## src/rtl/avalon_shell_width_adapter.sv

```systemverilog
// Purpose: serialise wide Avalon-MM slave accesses into LSB-first narrow design-side beats, and gather narrow read beats back into one wide word.
// Latency: write with k enabled beats k+2 cycles, write with no enabled beats 2 cycles, read RATIO+2 cycles (all minimums).
// Backpressure: avs_s0_waitrequest is high except for the single completion cycle; design waitrequest freezes the current beat.
// Ports: clk/reset (async, active-high); avs_s0_* wide Qsys slave (address, read, write, writedata, byteenable, readdata, waitrequest);
//        avm_design_s0_* narrow master toward the design (address = {word address, beat}, read, write, writedata, readdata, waitrequest).
module avalon_shell_width_adapter #(
    parameter int WIDE_W   = 128,
    parameter int NARROW_W = 8,
    parameter int ADDR_W   = 1
) (
    input  logic                                        clk,
    input  logic                                        reset,
    input  logic [ADDR_W-1:0]                           avs_s0_address,
    input  logic                                        avs_s0_read,
    input  logic                                        avs_s0_write,
    input  logic [WIDE_W-1:0]                           avs_s0_writedata,
    input  logic [WIDE_W/8-1:0]                         avs_s0_byteenable,
    output logic [WIDE_W-1:0]                           avs_s0_readdata,
    output logic                                        avs_s0_waitrequest,
    output logic [ADDR_W+$clog2(WIDE_W/NARROW_W)-1:0]   avm_design_s0_address,
    output logic                                        avm_design_s0_read,
    output logic                                        avm_design_s0_write,
    output logic [NARROW_W-1:0]                         avm_design_s0_writedata,
    input  logic [NARROW_W-1:0]                         avm_design_s0_readdata,
    input  logic                                        avm_design_s0_waitrequest
);

    localparam int RATIO  = WIDE_W / NARROW_W;
    localparam int BEAT_W = $clog2(RATIO);
    localparam int LANES  = NARROW_W / 8;
    localparam int BE_W   = WIDE_W / 8;

    typedef enum logic [1:0] {IDLE, WR_BEAT, RD_BEAT, DONE} state_t;

    state_t              state;
    logic [BEAT_W-1:0]   beat;
    logic [ADDR_W-1:0]   addr_q;
    logic [WIDE_W-1:0]   wdata_q;
    logic [BE_W-1:0]     be_q;
    logic [WIDE_W-1:0]   rbuf;

    // A beat is enabled when any of its byte lanes is enabled.
    function automatic logic [RATIO-1:0] beat_enables(input logic [BE_W-1:0] b);
        logic [RATIO-1:0] en;
        for (int i = 0; i < RATIO; i++) begin
            en[i] = |b[i*LANES +: LANES];
        end
        return en;
    endfunction

    // Returns {found, index} of the lowest enabled beat at or above start.
    // Scanning downwards lets the last hit be the lowest one.
    function automatic logic [BEAT_W:0] first_from(input logic [RATIO-1:0] en, input int start);
        logic              found;
        logic [BEAT_W-1:0] idx;
        found = 1'b0;
        idx   = '0;
        for (int i = RATIO - 1; i >= 0; i--) begin
            if (i >= start && en[i]) begin
                found = 1'b1;
                idx   = BEAT_W'(i);
            end
        end
        return {found, idx};
    endfunction

    logic [BEAT_W:0]     first_hit;
    logic [BEAT_W:0]     next_hit;
    logic [BEAT_W-1:0]   beat_inc;
    logic [WIDE_W-1:0]   rbuf_next;

    always_comb begin
        first_hit = first_from(beat_enables(avs_s0_byteenable), 0);
        next_hit  = first_from(beat_enables(be_q), int'(beat) + 1);
        beat_inc  = beat + 1'b1;
        // The final slice is merged here so the wide word can be loaded
        // on the same edge that accepts the last narrow beat.
        rbuf_next = rbuf;
        rbuf_next[beat*NARROW_W +: NARROW_W] = avm_design_s0_readdata;
    end

    always_ff @(posedge clk or posedge reset) begin
        if (reset) begin
            state                   <= IDLE;
            beat                    <= '0;
            addr_q                  <= '0;
            wdata_q                 <= '0;
            be_q                    <= '0;
            rbuf                    <= '0;
            avs_s0_readdata         <= '0;
            avs_s0_waitrequest      <= 1'b1;
            avm_design_s0_address   <= '0;
            avm_design_s0_read      <= 1'b0;
            avm_design_s0_write     <= 1'b0;
            avm_design_s0_writedata <= '0;
        end else begin
            case (state)
                IDLE: begin
                    // Write wins over a simultaneous (illegal) read.
                    if (avs_s0_write) begin
                        addr_q  <= avs_s0_address;
                        wdata_q <= avs_s0_writedata;
                        be_q    <= avs_s0_byteenable;
                        if (first_hit[BEAT_W]) begin
                            beat                    <= first_hit[BEAT_W-1:0];
                            avm_design_s0_write     <= 1'b1;
                            avm_design_s0_address   <= {avs_s0_address, first_hit[BEAT_W-1:0]};
                            avm_design_s0_writedata <= avs_s0_writedata[first_hit[BEAT_W-1:0]*NARROW_W +: NARROW_W];
                            state                   <= WR_BEAT;
                        end else begin
                            // Nothing to write: complete without touching the design.
                            avs_s0_waitrequest <= 1'b0;
                            state              <= DONE;
                        end
                    end else if (avs_s0_read) begin
                        addr_q                <= avs_s0_address;
                        beat                  <= '0;
                        avm_design_s0_read    <= 1'b1;
                        avm_design_s0_address <= {avs_s0_address, {BEAT_W{1'b0}}};
                        state                 <= RD_BEAT;
                    end
                end

                WR_BEAT: begin
                    if (!avm_design_s0_waitrequest) begin
                        if (next_hit[BEAT_W]) begin
                            beat                    <= next_hit[BEAT_W-1:0];
                            avm_design_s0_address   <= {addr_q, next_hit[BEAT_W-1:0]};
                            avm_design_s0_writedata <= wdata_q[next_hit[BEAT_W-1:0]*NARROW_W +: NARROW_W];
                        end else begin
                            avm_design_s0_write     <= 1'b0;
                            avm_design_s0_writedata <= '0;
                            avs_s0_waitrequest      <= 1'b0;
                            state                   <= DONE;
                        end
                    end
                end

                RD_BEAT: begin
                    if (!avm_design_s0_waitrequest) begin
                        rbuf <= rbuf_next;
                        if (beat == BEAT_W'(RATIO - 1)) begin
                            avm_design_s0_read <= 1'b0;
                            avs_s0_readdata    <= rbuf_next;
                            avs_s0_waitrequest <= 1'b0;
                            beat               <= '0;
                            state              <= DONE;
                        end else begin
                            beat                  <= beat_inc;
                            avm_design_s0_address <= {addr_q, beat_inc};
                        end
                    end
                end

                DONE: begin
                    avs_s0_waitrequest <= 1'b1;
                    state              <= IDLE;
                end

                default: begin
                    state <= IDLE;
                end
            endcase
        end
    end

endmodule

```

## config.mk

```make
export PLATFORM = sky130hd
export DESIGN_NAME = avalon_shell_width_adapter
export DESIGN_NICKNAME = d
export VERILOG_FILES = /design/src/rtl/avalon_shell_width_adapter.sv
export SDC_FILE = /design/constraint.sdc
export NUM_CORES = 1
export LEC_CHECK = 0
export CORE_UTILIZATION = 61
export CTS_BUF_LIST = sky130_fd_sc_hd__clkbuf_8
export DETAILED_ROUTE_END_ITERATION = 10
export GPL_TIMING_DRIVEN = 0
export PLACE_DENSITY = 0.93
export SYNTH_ARGS = -nofsm -noshare
export SYNTH_HDL_FRONTEND = slang
export SYNTH_SLANG_ARGS = --single-unit
```

## constraint.sdc

```tcl
create_clock -name clk -period 43.8 [get_ports clk]
set_input_delay 6.57 -clock clk [delete_from_list [all_inputs] [get_ports clk]]
set_output_delay 6.57 -clock clk [all_outputs]
set_load 0.1 [all_outputs]
```

==> impl_summary.log, run 1 <==
[metrics] Cells after Synth: 2097
[metrics] launching element type of the critical path: primary input
[metrics] Crit Path Class: in2reg
[metrics] sequential element share of the synthesized area: 0.520
[metrics] share of cells above drive strength 1: 0.123
[metrics] skew final: 41.3 ps
[metrics] measured slew at the worst slew-check pin: 1310 ps
[metrics] detail-routed via count per cell: 6.40
[metrics] global placer's final weighted congestion: 0.948
[metrics] synth cell count leaders: dfrtp_1, nand2_1, o21ai_0
[metrics] xor and xnor area share after synthesis: 0.00166
[metrics] IO buf count: 293
[metrics] crit path DAT: 10290 ps
[metrics] Worst setup endpoint: avs_s0_readdata[108]$_DFFE_PP0P_
[metrics] Final Power: 0.00159 W
[metrics] headroom to the max-slew limit: 0.121
[metrics] HPWL after DPL: 50.3 mm
[metrics] setup slack of the most critical reg-to-reg path: 38850 ps
[metrics] Total Die Area: 34100 um2
[metrics] share of synthesized cell area in and, or, nand and nor gates: 0.143
[metrics] worst setup path startpoint: avm_design_s0_waitrequest
[metrics] first-pass GRT wire length: 105 mm
[metrics] final hold violation count: 0
[metrics] count of cells along the worst register-to-register path: 13
[metrics] post-route ant nets: 0
[metrics] clock tree root buffer cell: clkbuf_8
[metrics] post-synth top area cell: dfrtp_1
[metrics] hold buffer count at CTS: 0
[metrics] multiplexer fraction of the synthesized cell area: 0.135
[metrics] residual overflow from global routing: 0
[metrics] peak supply drop: 59.4 uV
[metrics] die height: 185 um
[metrics] count of vias placed by the detailed router: 18909
[metrics] crit path capture type: register
[metrics] yosys warns: 0
[metrics] R2R Path End: avm_design_s0_writedata[1]$_DFFE_PP0P_
[metrics] antenna violations before repair: 2
[metrics] post_cts resized: 0
[metrics] cell total after placement: 2836
[metrics] leak pwr: 10.8 nW
[metrics] clock buffers created by TritonCTS: 69
[metrics] fin. max-slew vios: 0
[metrics] Top Ports: 302
[metrics] area of the placeable core: 32700 um2
[metrics] largest net degree at the start of global routing: 134
[metrics] syn avg cell area: 9.71 um2
[metrics] worst hold margin: 478 ps
[metrics] most instantiated library cell after synthesis: dfrtp_1
[metrics] setup TNS: 0 ps
[metrics] htree depth: 3
[metrics] worst hold-check path type: reg2reg
[metrics] clock transition at the register clock pins on the worst setup and hold paths after CTS: 60 ps
[metrics] data required time at the worst endpoint: 44230 ps
[metrics] Setup violations, final: 0
[metrics] routed wire length per instance: 23.1 um
[metrics] post-CTS setup buffers: 0
[metrics] count of flip-flops with a built-in enable after synthesis: 0
[metrics] post-synthesis compound-gate area fraction: 0.161
[metrics] net count after synthesis: 2264
[metrics] largest driver fanout on the critical path: 10
[metrics] total number of nets in the final design: 2632
[metrics] Synth Area in Adders: 0.00553
[metrics] outcome: complete, no violations
[metrics] Netlist cell types: 74
[metrics] starting density of the core: 0.623
[metrics] horizontal die dimension: 185 um
[metrics] Netlist Area Pre-Place: 20400 um2
[metrics] violation count after the first detailed-routing iteration: 2481
[metrics] Synth async-reset ratio: 1.00
[metrics] wire length reported by the detailed router: 68.3 mm
[metrics] site row count: 66
[metrics] Final period util: 0.225
[metrics] area added between synthesis and finish: 24.1%
[metrics] minimum period implied by the final worst setup slack: 9860 ps
[metrics] dominant combinational cell family by area after synthesis: compound AO/OA/AOI/OAI gates
[metrics] cell types occupying the most area after synthesis: dfrtp_1, mux2_2, nand2_1
[metrics] unrepaired setup endpoints after global routing: no
[metrics] via count of the first global-routing pass: 18699
[metrics] PD cells: 63.0 nW/um2
[metrics] worst reg2reg path startpoint: beat[0]$_DFFE_PP0P_
[metrics] CTS tree: yes
[metrics] count of state elements after synthesis: 423
[metrics] most instantiated flip-flop cell in the synthesis netlist: dfrtp_1
[metrics] detailed-router iteration count before antenna repair: 8
[metrics] number of maximum-capacitance constraint violations: 0
[metrics] maximum count of clock buffers along a single path: 3
[metrics] drt drc: 0
[metrics] clock latency at the later pin of the worst-skew pair: 610 ps
[metrics] total routing resource utilization after global routing: 0.408
[metrics] clock net sink count: 423
[metrics] post-route non-filler standard cell count: 2953
[metrics] f_max: 101 MHz
[metrics] area fraction of the dominant cell type after synthesis: 0.518
## stage by stage
stage	setup WS, ps	cell area (um2)	util
2_1_floorplan	25460	20400	-
3_3_place_gp	21260	23900	0.729
3_5_place_dp	33540	24000	0.733
4_1_cts	34070	25300	0.773
5_1_grt	33740	25300	0.773
6_report	33940	25300	0.773
## cell type report
| class | count | area (um2) |
|---|---|---|
| Sequential cell | 423 | 10600 |
| Multi-Input combinational cell | 1511 | 9090 |
| Fill cell | 2154 | 7420 |
| Timing Repair Buffer | 297 | 3020 |
| Clock buffer | 84 | 1160 |
| Buffer | 140 | 609 |
| Tap cell | 442 | 553 |
| Clock inverter | 32 | 163 |
| Inverter | 23 | 93.8 |
| Antenna cell | 1 | 2.50 |
## worst max-delay path: stages
cell	delay [ps]
clkdlybuf4s50_1	540
nor2_1	920
nand2_1	350
clkbuf_1	390
clkbuf_1	440
clkbuf_1	360
clkbuf_1	390
nand2_1	190
o21ai_0	110
## how the worst min path moves through the flow
stage | to | startpoint | slack [ps] | depth (start not counted)
6_report | rbuf[97]$_DFFE_PP0P_ | rbuf[97]$_DFFE_PP0P_ | 480 | 2
3_5_place_dp | avs_s0_readdata[113]$_DFFE_PP0P_ | avs_s0_readdata[113]$_DFFE_PP0P_ | 470 | 2
5_1_grt | rbuf[90]$_DFFE_PP0P_ | rbuf[90]$_DFFE_PP0P_ | 500 | 2
4_1_cts | avs_s0_readdata[113]$_DFFE_PP0P_ | avs_s0_readdata[113]$_DFFE_PP0P_ | 480 | 2
3_3_place_gp | avs_s0_readdata[95]$_DFFE_PP0P_ | avs_s0_readdata[95]$_DFFE_PP0P_ | 460 | 2
2_1_floorplan | be_q[6]$_DFFE_PP0P_ | be_q[6]$_DFFE_PP0P_ | 440 | 2
## cells by family after synthesis
kind of cell	after synthesis
simple gates	684
fa+ha+maj	9
xor+xnor	3
flops	423
buf+inv	163
mux	249
compound gates	566
## flip-flops by register name (all words and copies together) (netlist names)
| signal | flops |
|---|---|
| addr_q | 1 |
| be_q | 16 |
| beat | 4 |
| avm_design_s0_write | 1 |
| state | 2 |
| avs_s0_waitrequest | 1 |
| wdata_q | 128 |
| avs_s0_readdata | 128 |
| avm_design_s0_writedata | 8 |
| avm_design_s0_address | 5 |
| avm_design_s0_read | 1 |
| rbuf | 128 |
## per-layer routing
| layer | wire (um) | track usage | up-vias |
|---|---|---|---|
| met3 | 7650 | 0.108 | 308 |
| met4 | 3630 | 0.217 | 2 |
| met2 | 31300 | 0.636 | 1438 |
| met1 | 25700 | 0.524 | 9040 |
| li1 | - | - | 8121 |
| met5 | 12 | 0 | - |
## placed cells by master, fill, tap and decap left out, types with 17 or more instances in the layout
| cell type | count |
|---|---|
| dfrtp_1 | 422 |
| nand2_1 | 417 |
| clkdlybuf4s50_1 | 293 |
| o21ai_0 | 287 |
| mux2_2 | 164 |
| nor2_1 | 135 |
| a21oi_1 | 133 |
| clkbuf_1 | 96 |
| clkbuf_8 | 84 |
| mux2i_1 | 74 |
| inv_1 | 44 |
| and3_1 | 42 |
| nand3_1 | 35 |
| a211oi_1 | 27 |
| buf_2 | 18 |
| o211ai_1 | 17 |
## where the power goes
group | leakage, nW | switching, W | total (W) | internal, W
clock network | 0.758 | 0.000161 | 0.000334 | 0.000174
logic | 4.46 | 0.000436 | 0.000711 | 0.000275
registers | 5.55 | 0.0000598 | 0.000546 | 0.000486
Power figures use the tool's default switching activity.
==> run 2, diff against run 1 <==
--- a/config.mk
+++ b/config.mk
@@ -5,11 +5,11 @@
 export SDC_FILE = /design/constraint.sdc
 export NUM_CORES = 1
 export LEC_CHECK = 0
-export CORE_UTILIZATION = 61
+export CORE_UTILIZATION = 57
 export CTS_BUF_LIST = sky130_fd_sc_hd__clkbuf_8
 export DETAILED_ROUTE_END_ITERATION = 10
 export GPL_TIMING_DRIVEN = 0
-export PLACE_DENSITY = 0.93
+export PLACE_DENSITY = 0.88
 export SYNTH_ARGS = -nofsm -noshare
 export SYNTH_HDL_FRONTEND = slang
 export SYNTH_SLANG_ARGS = --single-unit
==> constraint.sdc (replaced) <==
create_clock -name clk -period 9.33 [get_ports clk]
set_input_delay 1.3995 -clock clk [delete_from_list [all_inputs] [get_ports clk]]
set_output_delay 1.3995 -clock clk [all_outputs]
set_load 0.1 [all_outputs]
==> impl_summary.log, run 2 (synthesis results as in run 1) <==
[metrics] outcome: complete, no violations
[metrics] setup slack of the most critical reg-to-reg path: 4600 ps
[metrics] area of the placeable core: 34900 um2
[metrics] Setup violations, final: 0
[metrics] site row count: 68
[metrics] clock tree root buffer cell: clkbuf_8
[metrics] post-route ant nets: 0
[metrics] IO buf count: 293
[metrics] unrepaired setup endpoints after global routing: no
[metrics] detail-routed via count per cell: 6.33
[metrics] worst hold margin: 479 ps
[metrics] headroom to the max-slew limit: 0.0518
[metrics] share of cells above drive strength 1: 0.130
[metrics] worst setup timing slack at the placement stage: 4060 ps
[metrics] die height: 191 um
[metrics] most common cell after layout, fill and taps aside: dfrtp_1
[metrics] CTS tree: yes
[metrics] final hold violation count: 0
[metrics] launching element type of the critical path: primary input
[metrics] number of antenna repair diodes: 0
[metrics] multi-input combinational cell area: 9090 um2
[metrics] worst hold-check path type: reg2reg
[metrics] leak pwr: 10.9 nW
[metrics] minimum setup slack in the final design: 4520 ps
[metrics] via count of the first global-routing pass: 18547
[metrics] HPWL after DPL: 50.6 mm
[metrics] crit path DAT: 5340 ps
[metrics] largest driver fanout on the critical path: 10
[metrics] largest net degree at the start of global routing: 46
[metrics] clock buffers created by TritonCTS: 70
[metrics] htree depth: 3
[metrics] data required time at the worst endpoint: 9860 ps
[metrics] maximum count of clock buffers along a single path: 3
[metrics] hold buffer count at CTS: 0
[metrics] skew final: 37.0 ps
[metrics] highest-count cells in the layout ignoring fill and taps: dfrtp_1, nand2_1, clkdlybuf4s50_1, o21ai_0, mux2_2
[metrics] clock net sink count: 423
[metrics] peak supply drop: 448 uV
[metrics] fin. max-slew vios: 0
[metrics] number of fill cells: 2462
[metrics] clock latency at the later pin of the worst-skew pair: 640 ps
[metrics] f_max: 208 MHz
[metrics] residual overflow from global routing: 0
[metrics] horizontal die dimension: 191 um
[metrics] total number of nets in the final design: 2641
[metrics] Crit Path Class: in2reg
[metrics] total routing resource utilization after global routing: 0.376
[metrics] first-pass GRT wire length: 104 mm
[metrics] minimum period implied by the final worst setup slack: 4810 ps
[metrics] biggest registers after layout: avs_s0_readdata: 128 flops, rbuf: 128 flops, wdata_q: 128 flops
[metrics] count of vias placed by the detailed router: 18867
[metrics] area added between synthesis and finish: 25.4%
[metrics] global placer's final weighted congestion: 1.01
[metrics] post-CTS setup buffers: 0
[metrics] violation count after the first detailed-routing iteration: 2382
[metrics] clock transition at the register clock pins on the worst setup and hold paths after CTS: 70 ps
[metrics] detailed-router iteration count before antenna repair: 8
[metrics] antenna violations before repair: 1
[metrics] routed wire length per instance: 22.9 um
[metrics] crit path capture type: register
[metrics] Top Ports: 302
[metrics] Final period util: 0.516
[metrics] wire length reported by the detailed router: 68.4 mm
[metrics] post_cts resized: 0
[metrics] starting density of the core: 0.584
[metrics] number of maximum-capacitance constraint violations: 0
[metrics] area taken by flip-flops and latches: 10600 um2
[metrics] Total Die Area: 36500 um2
[metrics] drt drc: 0
[metrics] PD cells: 296 nW/um2
[metrics] measured slew at the worst slew-check pin: 1410 ps
run 2: final timing paths:
kind	from	end	cells past startpoint
worst min-delay path	avs_s0_readdata[93]$_DFFE_PP0P_	avs_s0_readdata[93]$_DFFE_PP0P_	2
worst max register to register	beat[0]$_DFFE_PP0P_	avm_design_s0_writedata[1]$_DFFE_PP0P_	13
worst max-delay path	avm_design_s0_waitrequest	avs_s0_readdata[78]$_DFFE_PP0P_	9
worst min register to register	avs_s0_readdata[93]$_DFFE_PP0P_	avs_s0_readdata[93]$_DFFE_PP0P_	2
max in group asynchronous	reset	avs_s0_readdata[118]$_DFFE_PP0P_	7
min in group asynchronous	reset	avm_design_s0_address[2]$_DFFE_PP0P_	2
run 2: area by class of cell:
| class | count | area share |
|---|---|---|
| Sequential cell | 423 | 0.415 |
| Multi-Input combinational cell | 1511 | 0.356 |
| Timing Repair Buffer | 305 | 0.124 |
| Clock buffer | 91 | 0.0490 |
| Buffer | 140 | 0.0239 |
| Tap cell | 455 | 0.0223 |
| Clock inverter | 32 | 0.00681 |
| Inverter | 23 | 0.00353 |
run 2: layer usage:
layer	wire length [um]	part of all wire	track usage	vias to the layer above
met2	31100	0.45	0.582	1316
met1	25600	0.37	0.481	9103
met5	12	0.00018	0	-
met3	7770	0.11	0.0949	315
li1	-	-	-	8131
met4	3980	0.058	0.218	2
run 2: power by group:
part | total [W] | switching, W | internal (W)
logic | 0.00332 | 0.00203 | 0.00130
clock network | 0.00167 | 0.000768 | 0.000902
registers | 0.00257 | 0.000285 | 0.00228
total | 0.00756 | 0.00308 | 0.00448
run 2: per-stage QoR:
stage          power [W]  TNS (ps)  cells  cell area [um2]  utilization
2_1_floorplan    0.00482         0   2097            20400            -
3_3_place_gp     0.00568    -50930   2845            23900        0.684
3_5_place_dp     0.00580         0   2857            24100        0.691
4_1_cts          0.00746         0   2980            25500        0.732
5_1_grt          0.00786         0   2980            25500        0.732
6_report         0.00756         0   2980            25500        0.732
run 2: worst max-delay path, stage by stage:
cell and delay [ps]:
clkdlybuf4s50_1 630, nor2_1 310, nand2_1 280, clkbuf_1 570, clkbuf_1 680, clkbuf_1 480, clkbuf_1 660, nand2_1 160
o21ai_0 140
